<file path="src/rtl/mem_access_unit.sv">
// MEM-stage data-memory initiator: byte/half/word loads and stores with read-modify-write and load extension.
// Optional build macro STORE_FORWARD_EN keeps the last written word so that matching accesses skip the memory read.
module mem_access_unit #(
  parameter int LATENCY = 1,
  parameter int ADDR_W  = 32
) (
  input  logic              clk,
  input  logic              rst,
  input  logic              inMemRead,
  input  logic              inMemWrite,
  input  logic [ADDR_W-1:0] inAddress,
  input  logic [31:0]       inWriteData,
  input  logic [1:0]        inSize,
  input  logic              inUnsigned,
  output logic              outStall,
  output logic              outValid,
  output logic [31:0]       outReadData,
  output logic              outAddrError,
  output logic [1:0]        outReadWrite,
  output logic [31:0]       outMemAddress,
  output logic [31:0]       outMemWriteData,
  input  logic [31:0]       inMemData
);

  typedef enum logic [1:0] {
    S_IDLE = 2'd0,
    S_RD   = 2'd1,
    S_WR   = 2'd2,
    S_RESP = 2'd3
  } state_t;

  localparam logic [1:0] RW_IDLE  = 2'b00;
  localparam logic [1:0] RW_READ  = 2'b10;
  localparam logic [1:0] RW_WRITE = 2'b01;

  state_t      r_state;
  state_t      w_state_nxt;
  logic [1:0]  r_addr_lo;
  logic [1:0]  r_size;
  logic        r_unsigned;
  logic        r_is_load;
  logic [31:0] r_wdata;
  logic [2:0]  r_cnt;
  logic [1:0]  r_rw;
  logic [31:0] r_mem_addr;
  logic [31:0] r_mem_wdata;
  logic [31:0] r_rdata;
  logic        r_valid;
  logic        r_err;

  logic        w_req;
  logic        w_err;
  logic        w_cap;
  logic        w_stall;
  logic        w_fwd_hit;
  logic [31:0] w_fwd_data;
  logic [31:0] w_word_addr;
  logic [2:0]  w_cnt_nxt;
  logic [1:0]  w_rw_nxt;
  logic [31:0] w_mem_addr_nxt;
  logic [31:0] w_mem_wdata_nxt;
  logic [31:0] w_rdata_nxt;
  logic        w_valid_nxt;
  logic        w_err_nxt;

  // Little-endian lane select followed by sign or zero extension.
  function automatic logic [31:0] lane_extract(input logic [31:0] word, input logic [1:0] lo,
                                               input logic [1:0] size, input logic uns);
    logic [7:0]  b;
    logic [15:0] h;
    logic [31:0] res;
    case (lo)
      2'd0:    b = word[7:0];
      2'd1:    b = word[15:8];
      2'd2:    b = word[23:16];
      2'd3:    b = word[31:24];
      default: b = 8'd0;
    endcase
    h = lo[1] ? word[31:16] : word[15:0];
    case (size)
      2'b00:   res = {{24{~uns & b[7]}}, b};
      2'b01:   res = {{16{~uns & h[15]}}, h};
      default: res = word;
    endcase
    return res;
  endfunction

  // Replace the addressed lane of a memory word with right-justified store data.
  function automatic logic [31:0] lane_merge(input logic [31:0] word, input logic [31:0] data,
                                             input logic [1:0] lo, input logic [1:0] size);
    logic [31:0] res;
    case (size)
      2'b00: begin
        case (lo)
          2'd0:    res = {word[31:8], data[7:0]};
          2'd1:    res = {word[31:16], data[7:0], word[7:0]};
          2'd2:    res = {word[31:24], data[7:0], word[15:0]};
          2'd3:    res = {data[7:0], word[23:0]};
          default: res = word;
        endcase
      end
      2'b01:   res = lo[1] ? {data[15:0], word[15:0]} : {word[31:16], data[15:0]};
      default: res = data;
    endcase
    return res;
  endfunction

  assign w_req       = inMemRead | inMemWrite;
  assign w_word_addr = 32'(inAddress[ADDR_W-1:2]);
  assign w_err       = (inMemRead & inMemWrite) | (inSize == 2'b11) |
                       ((inSize == 2'b01) & inAddress[0]) |
                       ((inSize == 2'b10) & (inAddress[1:0] != 2'b00));

`ifdef STORE_FORWARD_EN
  logic        r_fwd_valid;
  logic [31:0] r_fwd_addr;
  logic [31:0] r_fwd_data;

  // Remember the word issued by the most recent memory write.
  always_ff @(posedge clk or negedge rst) begin
    if (!rst) begin
      r_fwd_valid <= 1'b0;
      r_fwd_addr  <= 32'd0;
      r_fwd_data  <= 32'd0;
    end else if (r_state == S_WR) begin
      r_fwd_valid <= 1'b1;
      r_fwd_addr  <= r_mem_addr;
      r_fwd_data  <= r_mem_wdata;
    end
  end

  assign w_fwd_hit  = r_fwd_valid & (r_fwd_addr == w_word_addr);
  assign w_fwd_data = r_fwd_data;
`else
  assign w_fwd_hit  = 1'b0;
  assign w_fwd_data = 32'd0;
`endif

  // Next-state and next-output decode.
  always_comb begin
    w_state_nxt     = r_state;
    w_cnt_nxt       = r_cnt;
    w_rw_nxt        = r_rw;
    w_mem_addr_nxt  = r_mem_addr;
    w_mem_wdata_nxt = r_mem_wdata;
    w_rdata_nxt     = r_rdata;
    w_valid_nxt     = 1'b0;
    w_err_nxt       = 1'b0;
    w_cap           = 1'b0;
    w_stall         = 1'b0;
    case (r_state)
      S_IDLE: begin
        w_stall = w_req;
        if (w_req) begin
          w_cap          = 1'b1;
          w_mem_addr_nxt = w_word_addr;
          if (w_err) begin
            w_state_nxt = S_RESP;
            w_rw_nxt    = RW_IDLE;
            w_valid_nxt = 1'b1;
            w_err_nxt   = 1'b1;
          end else if (inMemRead) begin
            if (w_fwd_hit) begin
              w_state_nxt = S_RESP;
              w_rw_nxt    = RW_IDLE;
              w_valid_nxt = 1'b1;
              w_rdata_nxt = lane_extract(w_fwd_data, inAddress[1:0], inSize, inUnsigned);
            end else begin
              w_state_nxt = S_RD;
              w_rw_nxt    = RW_READ;
              w_cnt_nxt   = 3'(LATENCY);
            end
          end else if (inSize == 2'b10) begin
            w_state_nxt     = S_WR;
            w_rw_nxt        = RW_WRITE;
            w_mem_wdata_nxt = inWriteData;
          end else if (w_fwd_hit) begin
            w_state_nxt     = S_WR;
            w_rw_nxt        = RW_WRITE;
            w_mem_wdata_nxt = lane_merge(w_fwd_data, inWriteData, inAddress[1:0], inSize);
          end else begin
            w_state_nxt = S_RD;
            w_rw_nxt    = RW_READ;
            w_cnt_nxt   = 3'(LATENCY);
          end
        end else begin
          w_state_nxt = S_IDLE;
        end
      end
      S_RD: begin
        w_stall   = 1'b1;
        w_cnt_nxt = r_cnt - 3'd1;
        // The memory word is valid in the last counted cycle.
        if (r_cnt == 3'd1) begin
          if (r_is_load) begin
            w_state_nxt = S_RESP;
            w_rw_nxt    = RW_IDLE;
            w_valid_nxt = 1'b1;
            w_rdata_nxt = lane_extract(inMemData, r_addr_lo, r_size, r_unsigned);
          end else begin
            w_state_nxt     = S_WR;
            w_rw_nxt        = RW_WRITE;
            w_mem_wdata_nxt = lane_merge(inMemData, r_wdata, r_addr_lo, r_size);
          end
        end else begin
          w_state_nxt = S_RD;
        end
      end
      S_WR: begin
        w_stall     = 1'b1;
        w_state_nxt = S_RESP;
        w_rw_nxt    = RW_IDLE;
        w_valid_nxt = 1'b1;
      end
      S_RESP: begin
        w_state_nxt = S_IDLE;
        w_rw_nxt    = RW_IDLE;
      end
      default: begin
        w_state_nxt = S_IDLE;
        w_rw_nxt    = RW_IDLE;
      end
    endcase
  end

  // State and registered outputs.
  always_ff @(posedge clk or negedge rst) begin
    if (!rst) begin
      r_state     <= S_IDLE;
      r_cnt       <= 3'd0;
      r_rw        <= RW_IDLE;
      r_mem_addr  <= 32'd0;
      r_mem_wdata <= 32'd0;
      r_rdata     <= 32'd0;
      r_valid     <= 1'b0;
      r_err       <= 1'b0;
    end else begin
      r_state     <= w_state_nxt;
      r_cnt       <= w_cnt_nxt;
      r_rw        <= w_rw_nxt;
      r_mem_addr  <= w_mem_addr_nxt;
      r_mem_wdata <= w_mem_wdata_nxt;
      r_rdata     <= w_rdata_nxt;
      r_valid     <= w_valid_nxt;
      r_err       <= w_err_nxt;
    end
  end

  // Request attributes held for the whole access.
  always_ff @(posedge clk or negedge rst) begin
    if (!rst) begin
      r_addr_lo  <= 2'd0;
      r_size     <= 2'd0;
      r_unsigned <= 1'b0;
      r_is_load  <= 1'b0;
      r_wdata    <= 32'd0;
    end else if (w_cap) begin
      r_addr_lo  <= inAddress[1:0];
      r_size     <= inSize;
      r_unsigned <= inUnsigned;
      r_is_load  <= inMemRead;
      r_wdata    <= inWriteData;
    end
  end

  assign outStall        = w_stall;
  assign outValid        = r_valid;
  assign outReadData     = r_rdata;
  assign outAddrError    = r_err;
  assign outReadWrite    = r_rw;
  assign outMemAddress   = r_mem_addr;
  assign outMemWriteData = r_mem_wdata;

endmodule

</file>
<file path="config.mk">
export PLATFORM = sky130hd
export DESIGN_NAME = mem_access_unit
export DESIGN_NICKNAME = d
export VERILOG_FILES = /design/src/rtl/mem_access_unit.sv
export SDC_FILE = /design/constraint.sdc
export NUM_CORES = 1
export LEC_CHECK = 0
export CAP_MARGIN = 20
export CORE_ASPECT_RATIO = 0.8
export CORE_MARGIN = 1.5
export CORE_UTILIZATION = 44
export DETAILED_ROUTE_END_ITERATION = 8
export GPL_TIMING_DRIVEN = 0
export HOLD_SLACK_MARGIN = 0.06
export PLACE_DENSITY = 0.85
export SYNTH_ARGS = -nofsm -noshare
export SYNTH_HDL_FRONTEND = slang
export SYNTH_SLANG_ARGS = --single-unit
</file>
<file path="constraint.sdc">
create_clock -name clk -period 1.84 [get_ports clk]
set_input_delay 0.276 -clock clk [delete_from_list [all_inputs] [get_ports clk]]
set_output_delay 0.276 -clock clk [all_outputs]
set_load 0.005 [all_outputs]
</file>
==> key figures <==
Floorplan
  • Core area: roughly 17000 um2
  • Die Width: around 150 um
  • Die Area: about 18000 um2
  • Total I/O pin count: just over 200
  • Initial Util: 0.447
  • Row cnt: 42
  • Chip height: between 100 and 150 um

Power
  • Psw: 8690 uW
  • Internal: around 12000 uW
  • Peak supply drop: 0.934 mV
  • Comb power frac: 0.565
  • Clk pwr share: 0.160
  • Pwr Density: roughly 1900 nW/um2
  • Switching share of power: 0.419
  • Leak Pwr: roughly 0.0048 uW
  • Overall power: slightly above 20000 uW
  • Reg power frac: 0.275

Worst setup path
  • Crit Path Class: reg2reg
  • Critical Path RT: 2.16 ns
  • FF-to-FF path depth: 8
  • Element type at the critical path start: flip-flop
  • Crit path max fanout: 7
  • Crit path capture type: flip-flop
  • CP arrival: between 2 and 2.5 ns

Routing
  • Vias per cell: ~5.8
  • DRC errors left: 0
  • DR vias: 7686
  • DR iter-0 viols: a little under 1000
  • Final wirelength: approximately 27000 um
  • Antenna-violating nets left: 0
  • Pre-Repair DR Iteration Count: 8
  • Drt wl/cell: ~20 um

Logic synthesis
  • Seq cells post-synth: roughly 140
  • Avg Cell Area, Syn: ~8.7 um2
  • Most frequent cell after synthesis: nand2_1
  • Netlist cell types: 62
  • Compound-Gate Fraction of Synth Area: 0.209
  • XOR/XNOR Fraction of Synth Area: 0
  • Post-synth top area share: 0.478
  • Cells after Synth: around 850
  • Post-synth EDFFs: 0
  • Top cell type by total area after synthesis: dfrtp_1
  • Mux cell area share after synthesis: 0.0342
  • Top post-synthesis cells by area: dfrtp_1 (48%), nand2_1 (12%), o21ai_0 (5.2%)
  • Synth Cell Area: 7380 um2
  • Synth cell count leaders: nand2_1 (234), dfrtp_1 (141), o21ai_0 (77)
  • Yosys warns: 0
  • Top_reg_cell synth: dfrtp_1
  • Largest family of logic cells by synthesized area: simple AND/OR/NAND/NOR gates
  • Asr flop ratio synth: 1.00
  • Adder-Cell Fraction of Synth Area: 0.0119
  • Post-synthesis simple-gate area fraction: 0.214
  • Sequential-to-total area share from yosys stat: 0.478

STA
  • Final Hold Fails: 0
  • Layout Skew: between 0.007 and 0.008 ns
  • Fmax: roughly 500 MHz
  • Hold_ws: around 0.13 ns
  • # setup viols final: 33
  • Max-slew headroom: 0.552
  • Slew @ Worst Pin: between 0.6 and 0.7 ns
  • Setup Total Neg Slack: -2.15 ns
  • Final WS setup: -0.142 ns
  • RSZ-0062 raised after global routing: yes
  • Slew Viols, Final: 0
  • Period utilisation layout: 1.08
  • Period minus WS final: approximately 2.0 ns

Place
  • GPL Wtd Cong: just under 1
  • DP Wirelength: approximately 19000 um
  • Port Buffers: 200

Run
  • Max-cap violations: 0

Clocking
  • Clock Latency Late Sink: roughly 0.43 ns
  • Clock buffer depth: 2
  • Clock sink total: about 140
  • CTS tree: done
  • H-Tree Depth: 4
  • Clock transition at the registers of the reported paths: approximately 0.060 ns
  • CTS buffer count: 17
  • CTS root buf: clkbuf_16

Layout
  • Share of layout cells above drive strength 1: 0.167
  • N_diodes: 0
  • Fill cell count: between 1000 and 1500
  • Post-layout util: 0.665
  • Nets: 1198
  • P&R area growth vs syn: 48.7%

Global route
  • Wire length of the first global-routing pass: 41800 um
  • Total grt overflow: 0
  • Largest net degree at the start of global routing: between 90 and 100
  • Initial antenna violation count: 0
  • Vias in the first global route: 7342
  • Tot GR Track Use: 0.310

Status
  • Outcome: complete, but fails checks
  • Failing checks: negative setup slack

Min path
  • Min-Delay Path Depth: 2
  • Hold Path Class: in2reg
==> power groups by stage <==
stage	registers [uW]	clock network (uW)	logic, uW
finish	5700	3300	11700
floorplan	5530	0	5310
detailed placement	5640	0	9690
global route	5870	3500	12600
global placement	5630	0	9510
CTS	5640	3330	10800
==> registers in the layout, summed over array words and instances (netlist names), 2 cells and up <==
signal / cells
outMemAddress: 30
outMemWriteData: 32
r_wdata: 32
r_cnt: 3
r_addr_lo: 2
r_state: 2
r_size: 2
outReadData: 32
outReadWrite: 2
==> cell usage in the layout (no fill, tap or decap), drive strengths merged, types with 2 or more instances in the layout <==
cell type / netlist / final
a21boi: 6 / 6
o22ai: 2 / 2
o31ai: 17 / 17
a22o: 8 / 8
a21oi: 29 / 29
nand2: 234 / 234
buf: 33 / 54
nand3: 12 / 12
a22oi: 2 / 2
inv: 17 / 19
nor2b: 13 / 13
and3b: 6 / 6
clkinv: 0 / 7
o211ai: 10 / 10
o2bb2ai: 7 / 7
mux2i: 14 / 14
nor3: 16 / 16
a222oi: 6 / 6
ha: 7 / 7
a311oi: 8 / 8
clkinvlp: 0 / 3
a211oi: 23 / 23
nor3b: 2 / 2
mux2: 8 / 8
or2: 3 / 3
clkdlybuf4s50: 0 / 198
o21ai: 78 / 78
nand2b: 8 / 8
nor2: 54 / 54
nand3b: 9 / 9
a31oi: 7 / 7
and2: 2 / 2
clkbuf: 36 / 56
o21a: 3 / 3
dfrtp: 141 / 141
conb: 1 / 2
a221oi: 6 / 6
o22a: 2 / 2
==> layout make-up <==
cell class	instances	area [um2]	share of cell area
timing repair buffer	225	2280	0.208
tap	220	275	0.0251
sequential	141	3530	0.321
buffer	66	448	0.0408
clock buffer	19	443	0.0403
multi-input combinational	620	3830	0.348
inverter	17	63.8	0.00581
clock inverter	13	116	0.0106
==> stage by stage <==
step | setup WS (ns) | cells | instance area, um2
after floorplan | 0.00381 | 847 | 7390
after global placement | -5.23 | 1267 | 9670
after detailed placement | -1.16 | 1268 | 9700
after CTS | -0.112 | 1317 | 10700
after global routing | -0.220 | 1321 | 11000
final | -0.142 | 1321 | 11000
==> routing by layer <==
metal	wire (um)	share of wire	global-route usage	vias up
li1	-	-	-	3421
met2	11700	0.43	0.445	524
met4	732	0.027	0.101	0
met5	0	0	0	-
met1	11000	0.40	0.442	3660
met3	3670	0.14	0.0989	81
==> logic make-up after synthesis <==
group / after synthesis
buffers and inverters: 86
multiplexers: 23
AND/OR/NAND/NOR: 365
AO/OA/AOI/OAI: 223
flip-flops: 141
other: 1
adder cells (fa/ha/maj): 7
==> worst max-delay path: stages (launching register included) <==
cell and delay, ns:
dfrtp_1 0.39, inv_1 0.10, ha_1 0.17, nand2b_1 0.11, o21a_2 0.29, or2_1 0.25
buf_8 0.17, buf_6 0.13, o31a_1 0.26
==> worst paths after layout <==
check                       startpoint             endpoint  slack, ns
hold / removal               inMemRead            r_is_load       0.13
setup reg to reg              r_cnt[1]  outMemWriteData[12]      -0.14
hold reg to reg            r_wdata[19]          r_wdata[19]       0.47
setup / recovery              r_cnt[1]  outMemWriteData[12]      -0.14
max in group asynchronous          rst      outReadData[14]       0.68
min in group asynchronous          rst  outMemWriteData[11]       0.34
==> timing repair <==
item,in CTS,in global routing
pin swaps,12,19
cloned,2,1
gates resized for setup,93,76
hold buffers,1,0
endpoints found under the setup margin,136,122
buffers inserted,15,5
endpoints found under the hold margin,43,0
No activity file was read; power rests on OpenSTA's default activity.
